## config.mk

```make
export PLATFORM = sky130hd
export DESIGN_NAME = record_bcd_capture
export DESIGN_NICKNAME = d
export VERILOG_FILES = /design/src/rtl/record_bcd_capture.sv
export SDC_FILE = /design/constraint.sdc
export NUM_CORES = 1
export LEC_CHECK = 0
export ABC_AREA = 1
export CORE_AREA = 8 8 128 130
export DETAILED_ROUTE_END_ITERATION = 10
export DIE_AREA = 0 0 136 138
export SYNTH_ARGS = -nofsm -noshare
export SYNTH_HDL_FRONTEND = slang
export SYNTH_SLANG_ARGS = --single-unit
```

## constraint.sdc

```tcl
create_clock -name clk -period 1.75 [get_ports clk]
set_clock_uncertainty 0.1 [all_clocks]
set_input_delay 0.175 -clock clk [delete_from_list [all_inputs] [get_ports clk]]
set_output_delay 0.175 -clock clk [all_outputs]
set_load 0.1 [all_outputs]
```

## src/rtl/record_bcd_capture.sv

```systemverilog
// Captures a binary record value and converts it to 7 BCD display digits with a
// sequential double-dabble engine. Optional RECORD_BEST_EN keeps only improving records.
module record_bcd_capture #(
    parameter int BIN_W  = 24,
    parameter int DIGITS = 7
) (
    input  logic             clk,
    input  logic             rst_n,
    input  logic             rec_req,
    input  logic [BIN_W-1:0] rec_value,
    input  logic             clr_record,
    output logic             busy,
    output logic             rec_done,
    output logic             overflow,
    output logic             has_record,
    output logic [3:0]       led1,
    output logic [3:0]       led2,
    output logic [3:0]       led3,
    output logic [3:0]       led4,
    output logic [3:0]       led5,
    output logic [3:0]       led6,
    output logic [3:0]       led7
);

    localparam int BCD_W = 4 * DIGITS;
    localparam int CNT_W = $clog2(BIN_W);
    localparam logic [BIN_W-1:0] SAT_VAL = BIN_W'(9_999_999);

    typedef enum logic [1:0] {IDLE, CONVERT, COMMIT} state_t;

    state_t             state_reg;
    logic [BIN_W-1:0]   shift_reg;
    logic [BCD_W-1:0]   scratch_reg;
    logic [BCD_W-1:0]   digits_reg;
    logic [BCD_W-1:0]   adj_next;
    logic [CNT_W-1:0]   cnt_reg;
    logic               sat_reg;
    logic               accept;

`ifdef RECORD_BEST_EN
    logic [BIN_W-1:0]   best_reg;
    assign accept = rec_req && (!has_record || (rec_value < best_reg));
`else
    assign accept = rec_req;
`endif

    // Add-3 correction on every nibble that would overflow a decimal digit when doubled
    genvar gi;
    generate
        for (gi = 0; gi < DIGITS; gi++) begin : g_adj
            assign adj_next[4*gi +: 4] = (scratch_reg[4*gi +: 4] >= 4'd5)
                                       ? scratch_reg[4*gi +: 4] + 4'd3
                                       : scratch_reg[4*gi +: 4];
        end
    endgenerate

    always_ff @(posedge clk) begin
        if (!rst_n || clr_record) begin
            state_reg   <= IDLE;
            busy        <= 1'b0;
            rec_done    <= 1'b0;
            overflow    <= 1'b0;
            has_record  <= 1'b0;
            digits_reg  <= '0;
            shift_reg   <= '0;
            scratch_reg <= '0;
            cnt_reg     <= '0;
            sat_reg     <= 1'b0;
`ifdef RECORD_BEST_EN
            best_reg    <= '0;
`endif
        end else begin
            rec_done <= 1'b0;
            case (state_reg)
                IDLE: begin
                    if (accept) begin
                        // Out-of-range values are clamped up front so the engine yields all 9s
                        shift_reg   <= (rec_value > SAT_VAL) ? SAT_VAL : rec_value;
                        sat_reg     <= (rec_value > SAT_VAL);
                        scratch_reg <= '0;
                        cnt_reg     <= CNT_W'(BIN_W - 1);
                        busy        <= 1'b1;
                        state_reg   <= CONVERT;
`ifdef RECORD_BEST_EN
                        best_reg    <= rec_value;
`endif
                    end
                end
                CONVERT: begin
                    {scratch_reg, shift_reg} <= {adj_next[BCD_W-2:0], shift_reg, 1'b0};
                    if (cnt_reg == '0) begin
                        state_reg <= COMMIT;
                    end else begin
                        cnt_reg <= cnt_reg - CNT_W'(1);
                    end
                end
                COMMIT: begin
                    digits_reg <= scratch_reg;
                    overflow   <= sat_reg;
                    has_record <= 1'b1;
                    rec_done   <= 1'b1;
                    busy       <= 1'b0;
                    state_reg  <= IDLE;
                end
                default: state_reg <= IDLE;
            endcase
        end
    end

    assign led1 = digits_reg[3:0];
    assign led2 = digits_reg[7:4];
    assign led3 = digits_reg[11:8];
    assign led4 = digits_reg[15:12];
    assign led5 = digits_reg[19:16];
    assign led6 = digits_reg[23:20];
    assign led7 = digits_reg[27:24];

endmodule

```

==> metrics.txt, run 1 <==
worst reg2reg path depth=7; area occupied by multi-input gates=approximately 0.0022 mm2; Net Count, Synth=about 600; Final Hold Viols=0; cell area after synthesis=around 0.0045 mm2; Sw Ratio=around a quarter; fillcell total=between 1000 and 1500; number of antenna violations at the first check in global routing=0; r2r startpoint=scratch_reg[24]$_SDFFE_PP0P_; RSZ-0062 raised after global routing=no; crit-path cells=inv_1, ha_1, or2_2, nand3_1, a21oi_1, o21ai_0, a21oi_1; Unique masters post-synth=35; Buf+Inv Stages, Crit Path=1; outcome=finished clean; f_max=between 0.6 and 0.7 GHz; top cell type's share of synthesized area=roughly two fifths; Worst setup EP type=flip-flop; share of cells above drive strength 1=approximately a fifth; postcts setup bufs=0; initial DRC count=260; actual slew at the worst max-slew pin=approximately 0.64 ns; post-layout total power=~4.5 mW; Vias=a little under 4000; Crit path largest cell delay=~0.36 ns; Psw=between 1 and 1.5 mW; number of global-route vias before repair=about 3800; CTS Buffer Depth=2; fin crit period=approximately 1.6 ns; most frequent cells in the layout=dfxtp_1, nand2_1, inv_1; Sinks on Clock Net=92; Die ar.=0.0188 mm2; Std-Cell Rows=44; Setup CP Type=reg2reg; cts bufs inserted=9; largest delay contributor family on the critical path=simple AND/OR/NAND/NOR gates; most common cell after layout, fill and taps aside=dfxtp_1; Arr. time, crit path=around 1.7 ns; starting density of the core=31.2%; setup ws final=0.171 ns; detailed-route DRC error count=0; synth-to-layout area growth=30.7%; endpoints failing setup=0; Yosys reg bits=between 90 and 100; I/O Buffers=just under 60; clock transition at the registers of the reported paths=~0.060 ns; Core ar.=approximately 0.014 mm2; Max Cap Viol=0; Worst R2R End=scratch_reg[26]$_SDFFE_PP0P_; worst-path fanout max=4; dominant cell type by area after synthesis=dfxtp_1; Leak Pwr=~2.1 nW; FF+latch area=around 0.0018 mm2; remaining antenna violation count=0; R2R Setup Slk=around 0.17 ns; crit-path most repeated cell=a21oi_1; synth warn=0; HPWL after detailed placement=roughly 7500 um; via/cell ratio=4.83; H-tree depth=3; largest cells by area after synthesis=dfxtp_1, nand3_1, nand2_1; Reg power frac=between 40 and 50%; GPL Wtd Cong=0.756; crit path launch type=flip-flop; clock network power share=a little over two fifths; Hold Path Origin=sat_reg$_SDFFE_PP0P_; dpl ws=-0.0609 ns; wire per inst=approximately 13 um; GRT overflow=0; pin count of the biggest net entering global routing=47; Detailed Routing Iterations Pass 1=4; syn avg cell area=approximately 8.0 um2; internal power=3.43 mW; first-pass GRT wire length=17400 um; clock root cell=clkbuf_16; Comb power frac=9.4%; Syn Inst Count=approximately 560; slew margin rel.=a little under three fifths; drt total wl=10200 um; slowest cell on the critical path=dfxtp_1; Final #Nets=between 600 and 700; GRT Resource Usage Total=between 10% and 20%; power per cell area=around 770 mW/mm2; Seq/Total Area, Yosys=41.2%; post-cts repair resize count=0; Ports=60; Antenna diodes=0; Hold Path Class=reg2reg; CTS Hold Bufs=0; peak supply drop=roughly 0.4 mV; Pins Over Slew Limit=0; Die Wd=between 100 and 150 um; worst skew pair latency=approximately 0.34 ns; Worst Hold Path EP=sat_reg$_SDFFE_PP0P_; CTS tree=built; fin crit share=about nine tenths; Die Ht=138 um; worst path required time=about 1.9 ns; hold path depth=2
[worst min-delay path, delay by kind of cell, from the launching register on]
kind / cells / cell delay, ns
flops: 1 / 0.31
simple gates: 1 / 0.06
compound gates: 1 / 0.05
[synth_stat cells, drive strengths merged]
master  instances
a211oi          1
a21oi          62
a22oi          10
and3            1
buf            27
clkbuf          4
dfxtp          92
ha             16
inv            65
nand2          70
nand3          56
nand3b          1
nand4          17
nor2           42
nor3           15
o21ai          51
o221ai         12
o22a            6
o32ai           1
or2             1
xor2            7
[power by group through the flow]
stage	combinational, mW	clock [mW]	sequential (mW)
6_report	0.420	1.90	2.15
5_1_grt	0.464	2.07	2.15
4_1_cts	0.424	1.97	2.15
3_5_place_dp	0.423	0	2.20
3_3_place_gp	0.416	0	2.20
2_1_floorplan	0.275	0	2.20
[layout make-up]
class                           instances  share of cell area, %
Sequential cell                        92                   31.5
Tap cell                              184                   3.94
Multi-Input combinational cell        369                   37.1
Clock inverter                          4                  0.835
Clock buffer                           11                   4.15
Inverter                               65                   4.26
Timing Repair Buffer                   79                   18.2
[stage by stage]
stage / hold WS (ns) / area (um2) / utilization, % / setup TNS, ns / instances
after detailed placement: 0.356 / 5550 / 38.8 / -0.789 / 789
after global routing: 0.383 / 5840 / 40.8 / 0 / 804
after global placement: 0.352 / 5550 / 38.8 / -0.197 / 789
after CTS: 0.366 / 5840 / 40.8 / 0 / 804
final: 0.365 / 5840 / 40.8 / 0 / 804
after floorplan: 0.253 / 4470 / - / 0 / 557
[logic make-up (layout without fill, tap and decap cells)]
family | Yosys count | after routing | synth area share (%)
AO/OA/AOI/OAI | 143 | 143 | 21.0
XOR/XNOR | 7 | 7 | 1.37
adder cells (fa/ha/maj) | 16 | 16 | 4.48
buffers and inverters | 96 | 159 | 10.2
flip-flops | 92 | 92 | 41.2
AND/OR/NAND/NOR | 203 | 203 | 21.7
[worst max path at each step]
stage / from / to / slack [ns] / cells after the start
6_report: scratch_reg[24]$_SDFFE_PP0P_ / scratch_reg[26]$_SDFFE_PP0P_ / 0.17 / 7
3_5_place_dp: rec_value[9] / shift_reg[2]$_SDFFE_PP0P_ / -0.06 / 9
3_3_place_gp: rec_value[19] / shift_reg[2]$_SDFFE_PP0P_ / -0.03 / 8
5_1_grt: cnt_reg[0]$_SDFFE_PP0P_ / cnt_reg[2]$_SDFFE_PP0P_ / 0.04 / 8
4_1_cts: scratch_reg[24]$_SDFFE_PP0P_ / scratch_reg[26]$_SDFFE_PP0P_ / 0.18 / 7
2_1_floorplan: scratch_reg[24]$_SDFFE_PP0P_ / scratch_reg[26]$_SDFFE_PP0P_ / 0.34 / 7
[metal layers]
| metal | up-vias | share of wire [%] | track usage [%] |
|---|---|---|---|
| met2 | 73 | 47 | 18.6 |
| met1 | 1777 | 46 | 13.0 |
| met3 | 9 | 6.1 | 3.84 |
| met4 | 0 | 0.87 | 3.24 |
| met5 | - | 0 | 0 |
| li1 | 2022 | - | - |
(Power assumes the default switching activity.)
==> run 2, diff against run 1 <==
--- a/config.mk
+++ b/config.mk
@@ -7,8 +7,11 @@
 export LEC_CHECK = 0
 export ABC_AREA = 1
 export CORE_AREA = 8 8 128 130
+export CTS_CLUSTER_SIZE = 8
 export DETAILED_ROUTE_END_ITERATION = 10
 export DIE_AREA = 0 0 136 138
+export GPL_TIMING_DRIVEN = 0
+export PLACE_DENSITY = 0.51
 export SYNTH_ARGS = -nofsm -noshare
 export SYNTH_HDL_FRONTEND = slang
 export SYNTH_SLANG_ARGS = --single-unit
==> run 2 against run 1 <==
Critical path depth unchanged. Largest cell class unchanged. Die area unchanged. Largest power group unchanged. Sequential power about the same. Combinational power up 6.2%. Design area down 4.1%. Total power down 1.9%. Sequential cell count unchanged. Worst setup slack better by 0.0038 ns. Maximum frequency up 0.24%. Critical path type is now in2reg.
==> metrics.txt, run 2 (synthesis gave the netlist of run 1 again) <==
outcome=finished clean (unchanged); remaining antenna violation count=0 (unchanged); Die Wd=136 um (unchanged); initial DRC count=213 (was 260); Hold Slack=0.358 ns (was 0.365 ns); worst-path fanout max=10 (was 4); fin crit period=1.57 ns (was 1.58 ns); CTS Hold Bufs=0 (unchanged); Core ar.=0.0143 mm2 (unchanged); most frequent cells in the layout=dfxtp_1, nand2_1, inv_1 (unchanged); cts bufs inserted=9 (unchanged); actual slew at the worst max-slew pin=0.571 ns (was 0.642 ns); number of global-route vias before repair=3875 (was 3813); Sinks on Clock Net=92 (unchanged); Vias=3950 (was 3881); Arr. time, crit path=1.74 ns (was 1.68 ns); Std-Cell Rows=44 (unchanged); Detailed Routing Iterations Pass 1=5 (was 4); worst skew pair latency=0.34 ns (about the same); GRT Resource Usage Total=12.5% (was 11.1%); number of antenna violations at the first check in global routing=0 (unchanged); Die ar.=0.0188 mm2 (unchanged); placed cell area=0.00529 mm2 (was 0.00555 mm2); crit path launch type=primary input (was flip-flop); dpl ws=-0.199 ns (was -0.0609 ns); post-route cell area=0.00560 mm2 (was 0.00584 mm2); Die Ht=138 um (unchanged); CTS tree=built (unchanged); worst path required time=1.91 ns (was 1.85 ns); Final #Nets=671 (was 660); R2R Setup Slk=0.20 ns (was 0.17 ns); Ports=60 (unchanged); Setup CP Type=in2reg (was reg2reg); slew margin rel.=61.9% (was 57.1%); wire per inst=14.2 um (was 12.7 um); Hold Path Class=reg2reg (unchanged); power per cell area=783 mW/mm2 (was 765 mW/mm2); GPL Wtd Cong=0.828 (was 0.756); starting density of the core=31.2% (unchanged); Max Cap Viol=0 (unchanged); Pins Over Slew Limit=0 (unchanged); H-tree depth=3 (unchanged); first-pass GRT wire length=19000 um (was 17400 um); RSZ-0062 raised after global routing=no (unchanged); peak supply drop=0.384 mV (was 0.411 mV); I/O Buffers=59 (unchanged); most common cell after layout, fill and taps aside=dfxtp_1 (unchanged); clock root cell=clkbuf_16 (unchanged); Antenna diodes=0 (unchanged); detailed-route DRC error count=0 (unchanged); HPWL after detailed placement=8730 um (was 7510 um); pin count of the biggest net entering global routing=15 (was 47); setup ws final=0.175 ns (was 0.171 ns); Leak Pwr=1.97 nW (was 2.10 nW); f_max=0.635 GHz (was 0.633 GHz); GRT overflow=0 (unchanged); Final Hold Viols=0 (unchanged); synth-to-layout area growth=25.3% (was 30.7%); share of cells above drive strength 1=19.3% (was 19.0%); Worst setup EP type=flip-flop (unchanged); CTS Buffer Depth=2 (unchanged); fin crit share=90.0% (was 90.2%); via/cell ratio=4.84 (was 4.83); clock transition at the registers of the reported paths=0.06 ns (about the same); endpoints failing setup=0 (unchanged); drt total wl=11600 um (was 10200 um)
## run 2: cell type report
cell class / instances / area (um2)
plain buffers: 31 / 209
clock buffers: 12 / 246
clock inverters: 4 / 25.0
fillers: 1478 / 8710
inverters: 65 / 249
multi-input cells: 369 / 2170
flip-flops and latches: 92 / 1840
well taps: 184 / 230
repair buffers: 59 / 631
## run 2: report_power, final
group          total, mW  internal, mW  switching (mW)
sequential          2.15          2.13          0.0206
clock               1.79         0.997           0.794
combinational      0.446         0.172           0.275
total               4.39          3.30            1.09
## run 2: worst paths after layout
kind | to | cells past startpoint | from
max | scratch_reg[15]$_SDFFE_PP0P_ | 7 | rst_n
min | scratch_reg[27]$_SDFFE_PP0P_ | 2 | scratch_reg[27]$_SDFFE_PP0P_
max reg2reg | scratch_reg[26]$_SDFFE_PP0P_ | 7 | scratch_reg[24]$_SDFFE_PP0P_
min reg2reg | scratch_reg[27]$_SDFFE_PP0P_ | 2 | scratch_reg[27]$_SDFFE_PP0P_
## run 2: critical path: stages
cell             delay, ns
clkdlybuf4s50_1       0.45
inv_1                 0.06
nor2_4                0.23
inv_1                 0.14
buf_2                 0.21
clkbuf_1              0.28
a21oi_1               0.19
## run 2: through the flow
stage / power (mW) / cells / util [%] / TNS [ns]
global route: 4.57 / 816 / 39.1 / 0
floorplan: 2.48 / 557 / - / 0
detailed placement: 2.65 / 800 / 37.0 / -6.71
global placement: 2.64 / 800 / 37.0 / -5.41
CTS: 4.45 / 816 / 39.1 / 0
finish: 4.39 / 816 / 39.1 / 0
## run 2: repair_timing
| action | 4_1_cts | 5_1_grt |
|---|---|---|
| resized for setup | 96 | 0 |
| hold endpoints to repair | 0 | 0 |
| setup buffers | 0 | 0 |
| setup endpoints to repair | 32 | 0 |
## run 2: metal layers
layer  up-vias  GRT usage [%]  wire [um]
met1      1828           14.9       5330
met3         9           3.80        560
met2        68           21.6       5620
met5         -              0          0
li1       2045              -          -
met4         0           2.49         88
